<file path="src/rtl/off_on_switch_if.sv">
// Off/on switch port bundle: timer inputs from the sequencer, switch drives back out.
interface off_on_switch_if;
    logic       state_start;
    logic [4:0] count;
    logic       sw_off;
    logic       sw_on;
    logic       off_on_done;
    logic       seq_err;

    modport master (
        output state_start, count,
        input  sw_off, sw_on, off_on_done, seq_err
    );

    modport slave (
        input  state_start, count,
        output sw_off, sw_on, off_on_done, seq_err
    );
endinterface

</file>
<file path="src/rtl/off_on_switch.sv">
// T/R switch sequencer: sw_off from count==OFF_POINT, sw_on for ON_WIDTH cycles from count==ON_POINT.
// Latency: every output registered, one clk_sys edge after the deciding sample.
// No backpressure; optional dead time between phases under macro OFF_ON_DEADTIME_EN.
module off_on_switch #(
    parameter logic [4:0] OFF_POINT = 5'd4,
    parameter logic [4:0] ON_POINT  = 5'd20,
    parameter logic [7:0] ON_WIDTH  = 8'd16,
    parameter logic [3:0] DEADTIME  = 4'd2
) (
    input  logic          clk_sys,
    input  logic          rst_n,
    off_on_switch_if.slave sw
);
    localparam logic PARAMS_OK = (ON_POINT > OFF_POINT);

    typedef enum logic [2:0] {
        IDLE,
        ARMED,
        OFF_ACT,
`ifdef OFF_ON_DEADTIME_EN
        DEAD,
`endif
        ON_ACT,
        DONE
    } state_t;

    state_t     state;
    state_t     state_nxt;
    logic       start_q;
    logic       hist_vld;
    logic       start_rise;
    logic [7:0] on_cnt;
    logic [7:0] on_cnt_nxt;
    logic       off_q;
    logic       on_q;
    logic       done_q;
    logic       err_q;
    logic       off_nxt;
    logic       on_nxt;
    logic       done_nxt;
    logic       err_nxt;

`ifdef OFF_ON_DEADTIME_EN
    logic [3:0] dead_cnt;
    logic [3:0] dead_cnt_nxt;

    always_ff @(posedge clk_sys or negedge rst_n) begin
        if (!rst_n) begin
            dead_cnt <= 4'd0;
        end else begin
            dead_cnt <= dead_cnt_nxt;
        end
    end
`else
    logic unused_deadtime;
    assign unused_deadtime = ^DEADTIME;
`endif

    // hist_vld stops a start already high at reset release from looking like a rising edge
    assign start_rise = sw.state_start & ~start_q & hist_vld;

    always_ff @(posedge clk_sys or negedge rst_n) begin
        if (!rst_n) begin
            state    <= IDLE;
            start_q  <= 1'b0;
            hist_vld <= 1'b0;
            on_cnt   <= 8'd0;
            off_q    <= 1'b0;
            on_q     <= 1'b0;
            done_q   <= 1'b0;
            err_q    <= 1'b0;
        end else begin
            state    <= state_nxt;
            start_q  <= sw.state_start;
            hist_vld <= 1'b1;
            on_cnt   <= on_cnt_nxt;
            off_q    <= off_nxt;
            on_q     <= on_nxt;
            done_q   <= done_nxt;
            err_q    <= err_nxt;
        end
    end

    always_comb begin
        state_nxt  = state;
        on_cnt_nxt = on_cnt;
        off_nxt    = 1'b0;
        on_nxt     = 1'b0;
        done_nxt   = 1'b0;
        err_nxt    = 1'b0;
`ifdef OFF_ON_DEADTIME_EN
        dead_cnt_nxt = dead_cnt;
`endif
        case (state)
            IDLE: begin
                on_cnt_nxt = 8'd0;
`ifdef OFF_ON_DEADTIME_EN
                dead_cnt_nxt = 4'd0;
`endif
                if (start_rise) begin
                    if (PARAMS_OK) begin
                        state_nxt = ARMED;
                    end else begin
                        err_nxt = 1'b1;
                    end
                end
            end
            ARMED: begin
                if (!sw.state_start) begin
                    state_nxt = IDLE;
                end else if (sw.count == OFF_POINT) begin
                    state_nxt = OFF_ACT;
                    off_nxt   = 1'b1;
                end
            end
            OFF_ACT: begin
                off_nxt = 1'b1;
                if (!sw.state_start) begin
                    state_nxt = IDLE;
                    off_nxt   = 1'b0;
                    err_nxt   = 1'b1;
                end else if (sw.count == ON_POINT) begin
                    off_nxt = 1'b0;
`ifdef OFF_ON_DEADTIME_EN
                    state_nxt    = DEAD;
                    dead_cnt_nxt = 4'd1;
`else
                    state_nxt  = ON_ACT;
                    on_nxt     = 1'b1;
                    on_cnt_nxt = 8'd1;
`endif
                end else if (sw.count == 5'd0) begin
                    // timer restarted (or wrapped) before ON_POINT
                    state_nxt = IDLE;
                    off_nxt   = 1'b0;
                    err_nxt   = 1'b1;
                end
            end
`ifdef OFF_ON_DEADTIME_EN
            DEAD: begin
                if (!sw.state_start) begin
                    state_nxt = IDLE;
                    err_nxt   = 1'b1;
                end else if (dead_cnt >= DEADTIME) begin
                    state_nxt  = ON_ACT;
                    on_nxt     = 1'b1;
                    on_cnt_nxt = 8'd1;
                end else if (dead_cnt != 4'hF) begin
                    dead_cnt_nxt = dead_cnt + 4'd1;
                end
            end
`endif
            ON_ACT: begin
                on_nxt = 1'b1;
                if (!sw.state_start) begin
                    state_nxt = IDLE;
                    on_nxt    = 1'b0;
                    err_nxt   = 1'b1;
                end else if (on_cnt >= ON_WIDTH) begin
                    state_nxt = DONE;
                    on_nxt    = 1'b0;
                    done_nxt  = 1'b1;
                end else if (on_cnt != 8'hFF) begin
                    on_cnt_nxt = on_cnt + 8'd1;
                end
            end
            DONE: begin
                state_nxt  = IDLE;
                on_cnt_nxt = 8'd0;
            end
            default: begin
                state_nxt = IDLE;
            end
        endcase
    end

    assign sw.sw_off      = off_q;
    assign sw.sw_on       = on_q;
    assign sw.off_on_done = done_q;
    assign sw.seq_err     = err_q;
endmodule

</file>
<file path="src/flat_wrapper.sv">
// flat-port wrapper written by rule: the top's interface ports become plain ports
module off_on_switch_flat 
#(
    parameter logic [4:0] OFF_POINT = 5'd4,
    parameter logic [4:0] ON_POINT  = 5'd20,
    parameter logic [7:0] ON_WIDTH  = 8'd16,
    parameter logic [3:0] DEADTIME  = 4'd2
)
  (clk_sys, rst_n, sw_state_start, sw_count, sw_sw_off, sw_sw_on, sw_off_on_done, sw_seq_err);
  off_on_switch_if sw_i ();
  input  logic clk_sys;
  input  logic rst_n;
  input wire logic [$bits(sw_i.state_start)-1:0] sw_state_start;
  input wire logic [$bits(sw_i.count)-1:0] sw_count;
  output wire logic [$bits(sw_i.sw_off)-1:0] sw_sw_off;
  output wire logic [$bits(sw_i.sw_on)-1:0] sw_sw_on;
  output wire logic [$bits(sw_i.off_on_done)-1:0] sw_off_on_done;
  output wire logic [$bits(sw_i.seq_err)-1:0] sw_seq_err;
  assign sw_i.state_start = sw_state_start;
  assign sw_i.count = sw_count;
  assign sw_sw_off = sw_i.sw_off;
  assign sw_sw_on = sw_i.sw_on;
  assign sw_off_on_done = sw_i.off_on_done;
  assign sw_seq_err = sw_i.seq_err;
  off_on_switch #(.OFF_POINT(OFF_POINT), .ON_POINT(ON_POINT), .ON_WIDTH(ON_WIDTH), .DEADTIME(DEADTIME)) u_core (.clk_sys(clk_sys), .rst_n(rst_n), .sw(sw_i));
endmodule
</file>
<file path="config.mk">
export PLATFORM = sky130hd
export DESIGN_NAME = off_on_switch_flat
export DESIGN_NICKNAME = d
export VERILOG_FILES = /design/src/rtl/off_on_switch_if.sv /design/src/rtl/off_on_switch.sv /design/src/flat_wrapper.sv
export SDC_FILE = /design/constraint.sdc
export NUM_CORES = 1
export LEC_CHECK = 0
export BUFFER_PORTS_ARGS = -buffer_cell sky130_fd_sc_hd__buf_2
export CORE_MARGIN = 2
export CORE_UTILIZATION = 59
export CTS_CLUSTER_DIAMETER = 50
export CTS_CLUSTER_SIZE = 24
export DETAILED_ROUTE_END_ITERATION = 7
export GPL_TIMING_DRIVEN = 0
export PLACE_DENSITY_LB_ADDON = 0.15
export SLEW_MARGIN = 20
export SYNTH_ARGS = -nofsm -noshare
export SYNTH_HDL_FRONTEND = slang
export SYNTH_SLANG_ARGS = --single-unit
</file>
<file path="constraint.sdc">
create_clock -name clk_sys -period 2.7 [get_ports clk_sys]
set_input_delay 0.405 -clock clk_sys [delete_from_list [all_inputs] [get_ports clk_sys]]
set_output_delay 0.405 -clock clk_sys [all_outputs]
set_load 0.05 [all_outputs]
</file>
After elaboration in Yosys (flattened, before gate mapping)
Cells that the tools add are included.

Latch bits: 0. Output and inout bits: 4. Flip-flop bits (word level): 17. Logic and storage cells: 69. Memories kept: 0. Input port bits: 8. ROM bits: 0. Memory bits (writable): 0.

Multiplexer cells: 34. Bitwise gates (word level): 3. Multipliers: 0. Div/mod/pow operators: 0. Shift operators: 0. Add/subtract/negate cells: 1. Reductions and logical operators: 6. Equal/unequal tests: 16. $lt $le $gt $ge: 1.

Operator list (number): 8-bit two-way mux (5); 3-bit two-way mux (8); 8-bit one-hot mux with 3 select lines (1); 1-bit two-way mux (16); 3-bit one-hot mux with 4 select lines (1); 8-bit by 1-bit adder with 8-bit output (second input constant) (1); 8-bit by 5-bit >= comparator with 1-bit output (second input constant) (1); 8-bit inequality test (second input constant) (1); 3-bit by 2-bit equality test with 1-bit output (second input constant) (2); 2-bit by 1-bit inequality test with 1-bit output (second input constant) (3); 2-bit inequality test (second input constant) (3); 3-bit by 2-bit inequality test with 1-bit output (second input constant) (2); 1-bit one-hot mux with 2 select lines (3); 6-bit AND reduction (1); 5-bit by 3-bit equality test with 1-bit output (second input constant) (1); 5-bit equality test (second input constant) (1); 5-bit logical NOT (1); 4-bit by 2-bit inequality test with 1-bit output (second input constant) (1); 4-bit AND reduction (1); 3-bit by 1-bit equality test with 1-bit output (second input constant) (1); 3-bit equality test (second input constant) (1); 3-bit logical NOT (1); 3-bit nonzero test (1); 1-bit AND (2); 2 further kinds (2).

Logic depth before layout (Yosys ltp)
Gate-level depths: netlist (run 1).

Word-level depth: 5. Mapped depth: 6. Depth with buffers taken out: 5.

Worst setup path after synthesis (run 1)
OpenSTA, ideal clock, no wires.

Path type: input port to flip-flop. Start: in sw_count[1]. End: reg u_core.on_cnt[4]. Arrival time: 1.571 ns. Stages: 4. Path slack: 1.010 ns. Library setup time: 0.119 ns. Path through: or3_4 > or4_4 > and2_4 > o2bb2ai_2.

Word-level cells in the longest chain between the ends: 3.

RTL lines: start: declaration (line flat_wrapper.sv:14) `input wire logic [$bits(sw_i.count)-1:0] sw_count;`; 5-bit equality test (line off_on_switch.sv:122) `end else if (sw.count == ON_POINT) begin`; 2-bit by 1-bit inequality test with 1-bit output (no source line); 6-bit AND reduction (no source line); end signal: assignment (line off_on_switch.sv:76) `on_cnt <= on_cnt_nxt;`; end: declaration (line off_on_switch.sv:32) `logic [7:0] on_cnt;`.

No other way between the ends. A chain may end at the register's enable or synchronous reset.

Worst setup path after layout (run 1)
Start: reg u_core.on_cnt[0]. End: reg u_core.on_cnt[1].

Word-level cells in the longest chain between the ends: 5. Elaborated cells between the ends (all ways): 10.

RTL lines: 8-bit by 1-bit adder with 8-bit output (line off_on_switch.sv:164) `on_cnt_nxt = on_cnt + 8'd1;`; 8-bit two-way mux (line off_on_switch.sv:163) `end else if (on_cnt != 8'hFF) begin`; 8-bit two-way mux (line off_on_switch.sv:159) `end else if (on_cnt >= ON_WIDTH) begin`; 8-bit two-way mux (line off_on_switch.sv:155) `if (!sw.state_start) begin`; 8-bit one-hot mux with 3 select lines (line off_on_switch.sv:94) `case (state)`.

Parallel ways exist; a longest one is shown, timed or not. The select of a mux whose other input is x is not followed.

==> impl_metrics.toml, run 1 <==
[pwr]
p_per_area_nw_per_um2 = 569
p_leak_nw = 0.484
ir_worst_vdd_v = 0.000380

[yosys]
post_synth_num_cell_types = 45
yosysTopAreaCellShare = 0.450
yosys.area.top_type = "dfrtp_1"
yosys-top-cells-area = "dfrtp_1 45%, nor2b_1 4.0%, a2bb2oi_4 2.8%, a31oi_1 2.6%, ha_1 2.6%"
synth-xor-area-share = 0.00926
synth_top_family_by_area = "simple AND/OR/NAND/NOR gates"
netlist_area_um2 = 946
ys_seq_area_frac = 0.450
synth_ff_type = "dfrtp_1"
ys_ff_latch = 17
synthAdderAreaFrac = 0.0265
synth_compound_area_frac = 0.231
synth_area_per_cell_um2 = 10.6
async_flop_share = 1.00
synth_mux_area_frac = 0.0106
syn-num-nets = 99
synthSimpleGateAreaFrac = 0.234
synth-edff-count = 0
syn-instance-count = 89
ys.warnings.count = 0

[cts]
cts_hold_buf = 0
ctsResizeCount = 0
post_cts_buffers = 0
clk_latency_ns = 0.28
root_buffer = "clkbuf_4"
clockBufferDepth = 2
numCtsBuffers = 3
clkSinkCount = 17
htreeDepth = 1
clkTransAtPathRegs_ns = 0.09
cts_tree = "built"

[timing]
worstMarginPinSlew_ns = 0.552
hold_ws_ns = 0.0168
slew_viol_final = 0
hold_violations = 0
fin_crit_ns = 1.76
grt_setup_unrepaired = "false"
clock.fmax_mhz = 568
skew_ns = 0.000739
setup_viol = 0
relSlewSlack = 0.622
finalCritPeriodShare = 0.652
setup_tns_ns = 0

[worst_setup_path]
max_stage_delay_ns = 0.45
critPathSlowestCell = "dfrtp_1"
worstSetupStartpointType = "flop"
r2r_cells = 6
path_cells = "ha_1 > nand3_1 > o21a_1 > clkbuf_1 > a2bb2oi_4 > o22ai_2"
critical_path.max_fanout = 9
reg2reg_to = "u_core.on_cnt[1]"
crit_buf_inv = 1
crit_family = "compound AO/OA/AOI/OAI gates"
critPathArrivalTime_ns = 1.93
crit_required_ns = 2.87
endpoint_kind = "flop"
rr_startpoint = "u_core.on_cnt[0]"
critPathKind = "flop to flop"
rrSetupSlack_ns = 0.94

[finish]
fill_cells = 128
final_util = 0.695
fin_nets = 115
drive_gt1_frac = 0.221
multiInputGateArea_um2 = 488
antenna_cells = 0
area_delta_synth_final_pct = 10.7
ff_latch_area_um2 = 425

[grt]
overflow = 0
grt_util_all_layers = 0.198
antenna_found_initial = 0
grt_pass1_wl_um = 2900
grt_pass1_vias = 657
grt_max_degree = 18

[place]
hpwl_um = 1240
routabilityCongestion = 0.822
port_buffers = 11

[floorplan]
rows = 14
start_util = 0.628
die_y_um = 44.0
fp.dieW_um = 44.0
die_area_um2 = 1940
pin_count = 12
coreArea_um2 = 1510

[run]
maxCapViolations = 0

[route]
vias = 714
drc = 0
drt_iter0_drc = 11
routedWlPerCell_um = 13.6
drt.antenna.violating_nets = 0
drt-vias-per-instance = 5.95
dr.pass1.iters = 4
wl_um = 1630

[run_status]
status = "complete, no violations"

[min_path]
hp-class = "input pin to asynchronous set/reset pin"
-- stage by stage --
step	total power, mW	setup WS [ns]	cells	instance area [um^2]
after floorplan	0.428	1.01	89	946
after global placement	0.464	0.855	116	1020
after detailed placement	0.467	0.845	116	1020
after CTS	0.597	0.945	120	1050
after global routing	0.626	0.783	120	1050
final	0.596	0.939	120	1050
-- power breakdown --
group          switching (mW)  total (mW)  internal [mW]
logic                   0.105       0.186         0.0805
clock network          0.0745       0.132         0.0572
registers              0.0115       0.278          0.267
total                   0.191       0.596          0.405
-- final cells by class --
type                       instances  share of cell area
multi-input combinational         64               0.466
sequential                        17               0.406
timing repair buffer              11              0.0526
clock buffer                       4              0.0251
tap                               16              0.0191
buffer                             4              0.0167
inverter                           4              0.0143
-- sequential cells by signal (all words and copies together) (netlist names) --
register,flops
u_core.sw.sw_off,1
u_core.sw.off_on_done,1
u_core.start_q,1
u_core.hist_vld,1
u_core.state,3
u_core.on_cnt,8
u_core.sw.sw_on,1
u_core.sw.seq_err,1
-- worst max-delay path by stage --
stage	start	end	slack (ns)	cells after the start
after global routing	u_core.on_cnt[0]	u_core.on_cnt[0]	0.78	6
after floorplan	sw_count[1]	u_core.on_cnt[4]	1.01	4
final	u_core.on_cnt[0]	u_core.on_cnt[1]	0.94	6
after global placement	sw_count[1]	u_core.on_cnt[1]	0.85	5
after CTS	u_core.on_cnt[0]	u_core.on_cnt[1]	0.94	6
after detailed placement	sw_count[1]	u_core.on_cnt[0]	0.85	5
-- routing by layer --
metal,wire [um],vias to the layer above,GRT usage
li1,-,365,-
met1,815,331,0.290
met2,740,18,0.321
met3,78,0,0.0367
met4,0,0,0.0182
met5,0,-,0
-- cell usage after synthesis, types with 2 or more instances --
cell type  count
nor2_1         2
buf_2          2
and3_1         3
a21o_1         2
ha_1           2
nand2_1        3
nand3_1        3
dfrtp_1       17
inv_1          4
clkbuf_1       2
nand2b_1       2
nand3b_1       2
o21ai_0        4
nor2b_1        6
a31oi_1        4
or4_1          2
-- layout by cell type, fill, tap and decap left out, drive strengths merged, types with 2 or more instances in the layout --
cell,n
clkbuf,6
or4,3
buf,13
nand3b,2
dfrtp,17
ha,2
a31oi,4
nor2b,6
and3,3
nand2,3
a21o,2
nor2,2
nand3,3
or3,2
inv,4
nand2b,2
o21ai,4
-- cell families (layout without fill, tap and decap cells) --
group / after synthesis / count (layout)
AND/OR/NAND/NOR: 34 / 34
AO/OA/AOI/OAI: 25 / 25
flip-flops: 17 / 17
buffers and inverters: 8 / 23
adder cells (fa/ha/maj): 2 / 2
other: 1 / 1
XOR/XNOR: 1 / 1
multiplexers: 1 / 1
Note: power is estimated with default switching activity, not from simulation.
==> inputs of run 2 (changes only) <==
--- a/config.mk
+++ b/config.mk
@@ -7,7 +7,7 @@
 export LEC_CHECK = 0
 export BUFFER_PORTS_ARGS = -buffer_cell sky130_fd_sc_hd__buf_2
 export CORE_MARGIN = 2
-export CORE_UTILIZATION = 59
+export CORE_UTILIZATION = 50
 export CTS_CLUSTER_DIAMETER = 50
 export CTS_CLUSTER_SIZE = 24
 export DETAILED_ROUTE_END_ITERATION = 7
==> constraint.sdc (replaced) <==
create_clock -name clk_sys -period 1.4 [get_ports clk_sys]
set_input_delay 0.21 -clock clk_sys [delete_from_list [all_inputs] [get_ports clk_sys]]
set_output_delay 0.21 -clock clk_sys [all_outputs]
set_load 0.05 [all_outputs]
==> run 2 against run 1 <==
The run now ends with setup timing left. Wire length is 42% higher. Register-to-register slack worse by 1.2 ns. Clock-buffer cell count decreased by 1. Worst hold slack improved by 0.014 ns. Fmax rose by 6.9%. Clock skew up 0.0027 ns. Critical path depth shrank 2. Critical path type unchanged. Clock power up 100%. Cell count is 20% higher. Critical endpoint unchanged. Flip-flop and latch count unchanged. Total power rose by 130%. Sequential share of layout area down 7.9 points.
==> impl_metrics.toml, run 2 (synthesis results as in run 1) <==
[run_status]
status = "complete, but fails checks"
violations = "setup timing"

[timing]
worstMarginPinSlew_ns = 0.571
relSlewSlack = 0.618
clock.fmax_mhz = 607
grt_setup_unrepaired = "true"
hold_violations = 0
finalCritPeriodShare = 1.18
fin_crit_ns = 1.65
setup_viol = 12
slew_viol_final = 0
skew_ns = 0.00341
fin_ws_ns = -0.248

[grt]
grt_util_all_layers = 0.223
overflow = 0
grt_max_degree = 18
grt_pass1_vias = 790
grt_pass1_wl_um = 3460
antenna_found_initial = 0

[pwr]
pwr-share-seq = 0.393
combPwrFrac = 0.412
netSwitchingPower_mw = 0.478
p_per_area_nw_per_um2 = 1060
p_leak_nw = 0.587
intPower_mw = 0.894
p_sw_frac = 0.348
clockPowerShare = 0.195
ir_worst_vdd_v = 0.000657

[worst_setup_path]
crit_required_ns = 1.59
crit_family = "simple AND/OR/NAND/NOR gates"
endpoint_kind = "flop"
critical_path.max_fanout = 4
worstSetupStartpointType = "flop"
crit_buf_inv = 0
max_stage_delay_ns = 0.58
path_cells = "or4_4 > o22a_4 > a2bb2oi_4 > o22ai_2"
critPathKind = "flop to flop"
critPathSlowestCell = "or4_4"
critPathArrivalTime_ns = 1.83

[cts]
clockBufferDepth = 2
numCtsBuffers = 3
clkSinkCount = 17
root_buffer = "clkbuf_4"
clk_latency_ns = 0.29
htreeDepth = 1
clkTransAtPathRegs_ns = 0.11
cts_tree = "built"

[route]
wl_um = 2320
drt.antenna.violating_nets = 0
drt_iter0_drc = 17
drc = 0
dr.pass1.iters = 4
vias = 817
routedWlPerCell_um = 16.1
drt-vias-per-instance = 5.67

[floorplan]
die_y_um = 47.5
rows = 15
coreArea_um2 = 1750
fp.dieW_um = 47.5
start_util = 0.542
die_area_um2 = 2260
pin_count = 12

[run]
maxCapViolations = 0

[min_path]
hp-class = "input pin to flop"

[place]
dp_cells = 125
port_buffers = 11
routabilityCongestion = 0.803
place_ws_ns = -0.270
hpwl_um = 1310

[finish]
final_cell_mix = "17 x dfrtp_1, 14 x buf_4, 12 x buf_2"
antenna_cells = 0
top_register = "u_core.on_cnt"
layout.cells.non_filler = 144
fin_nets = 130
largest_reg_flops = 8
layout.cells.most_common = "dfrtp_1"
area_delta_synth_final_pct = 37.3
drive_gt1_frac = 0.479
fill_cells = 124
top_regs = "u_core.on_cnt x8, u_core.state x3"
run 2: cell count changes in the layout (fill, tap and decap cells not counted), sizes merged:
| cell | previous run | this run |
|---|---|---|
| buf | 13 | 29 |
| clkbuf | 6 | 3 |
| clkinv | 0 | 1 |
| dlygate4sd3 | 0 | 1 |
run 2: routing by layer:
layer | global-route usage | wire, um | vias up
met4 | 0.0778 | 25 | 0
met2 | 0.397 | 1180 | 23
met5 | 0 | 0 | -
met1 | 0.271 | 1040 | 397
met3 | 0.0340 | 80 | 4
li1 | - | - | 393
run 2: timing repair:
| item | CTS | global route |
|---|---|---|
| pin swaps | 3 | 10 |
| setup buffers | 11 | 8 |
| hold buffers | 1 | 0 |
| gates resized for setup | 10 | 15 |
| endpoints found under the setup margin | 11 | 14 |
| endpoints found under the hold margin | 17 | 0 |
run 2: worst paths after layout:
kind,start,end,slack (ns),depth (start not counted)
min in group asynchronous,rst_n,u_core.state[2],0.35,2
hold / removal,sw_state_start,u_core.start_q,0.03,1
setup / recovery,u_core.on_cnt[7],u_core.on_cnt[1],-0.25,4
setup reg to reg,u_core.on_cnt[7],u_core.on_cnt[1],-0.25,4
max in group asynchronous,rst_n,u_core.on_cnt[5],0.78,2
hold reg to reg,u_core.on_cnt[2],u_core.on_cnt[2],0.55,1
run 2: stage by stage:
step	cell area, um^2	utilization	power [mW]	hold slack, ns	setup TNS (ns)
3_5_place_dp	1040	0.597	0.912	0.147	-2.26
3_3_place_gp	1040	0.597	0.902	0.136	-2.13
5_1_grt	1300	0.744	1.44	0.0235	-2.59
6_report	1300	0.744	1.37	0.0313	-1.93
2_1_floorplan	956	-	0.828	-0.0856	-0.649
4_1_cts	1190	0.680	1.24	0.0299	-1.34
run 2: cell type report:
class,instances,area (um^2),share of cell area
multi-input combinational,64,591,0.455
sequential,17,425,0.328
timing repair buffer,28,193,0.148
tap,25,31.3,0.0241
clock buffer,3,22.5,0.0173
buffer,2,16.3,0.0125
inverter,4,15.0,0.0116
clock inverter,1,5.00,0.00385
run 2: worst reg2reg max path, stage by stage, from the launching register on:
cell and delay, ns:
dfrtp_1 0.40, or4_4 0.58, o22a_4 0.26, a2bb2oi_4 0.21, o22ai_2 0.09
run 2: power by group through the flow:
stage	registers, mW	logic [mW]	clock network [mW]
after floorplan	0.549	0.279	0
after global placement	0.547	0.355	0
after detailed placement	0.547	0.365	0
after CTS	0.534	0.440	0.270
after global routing	0.546	0.601	0.294
final	0.539	0.565	0.268
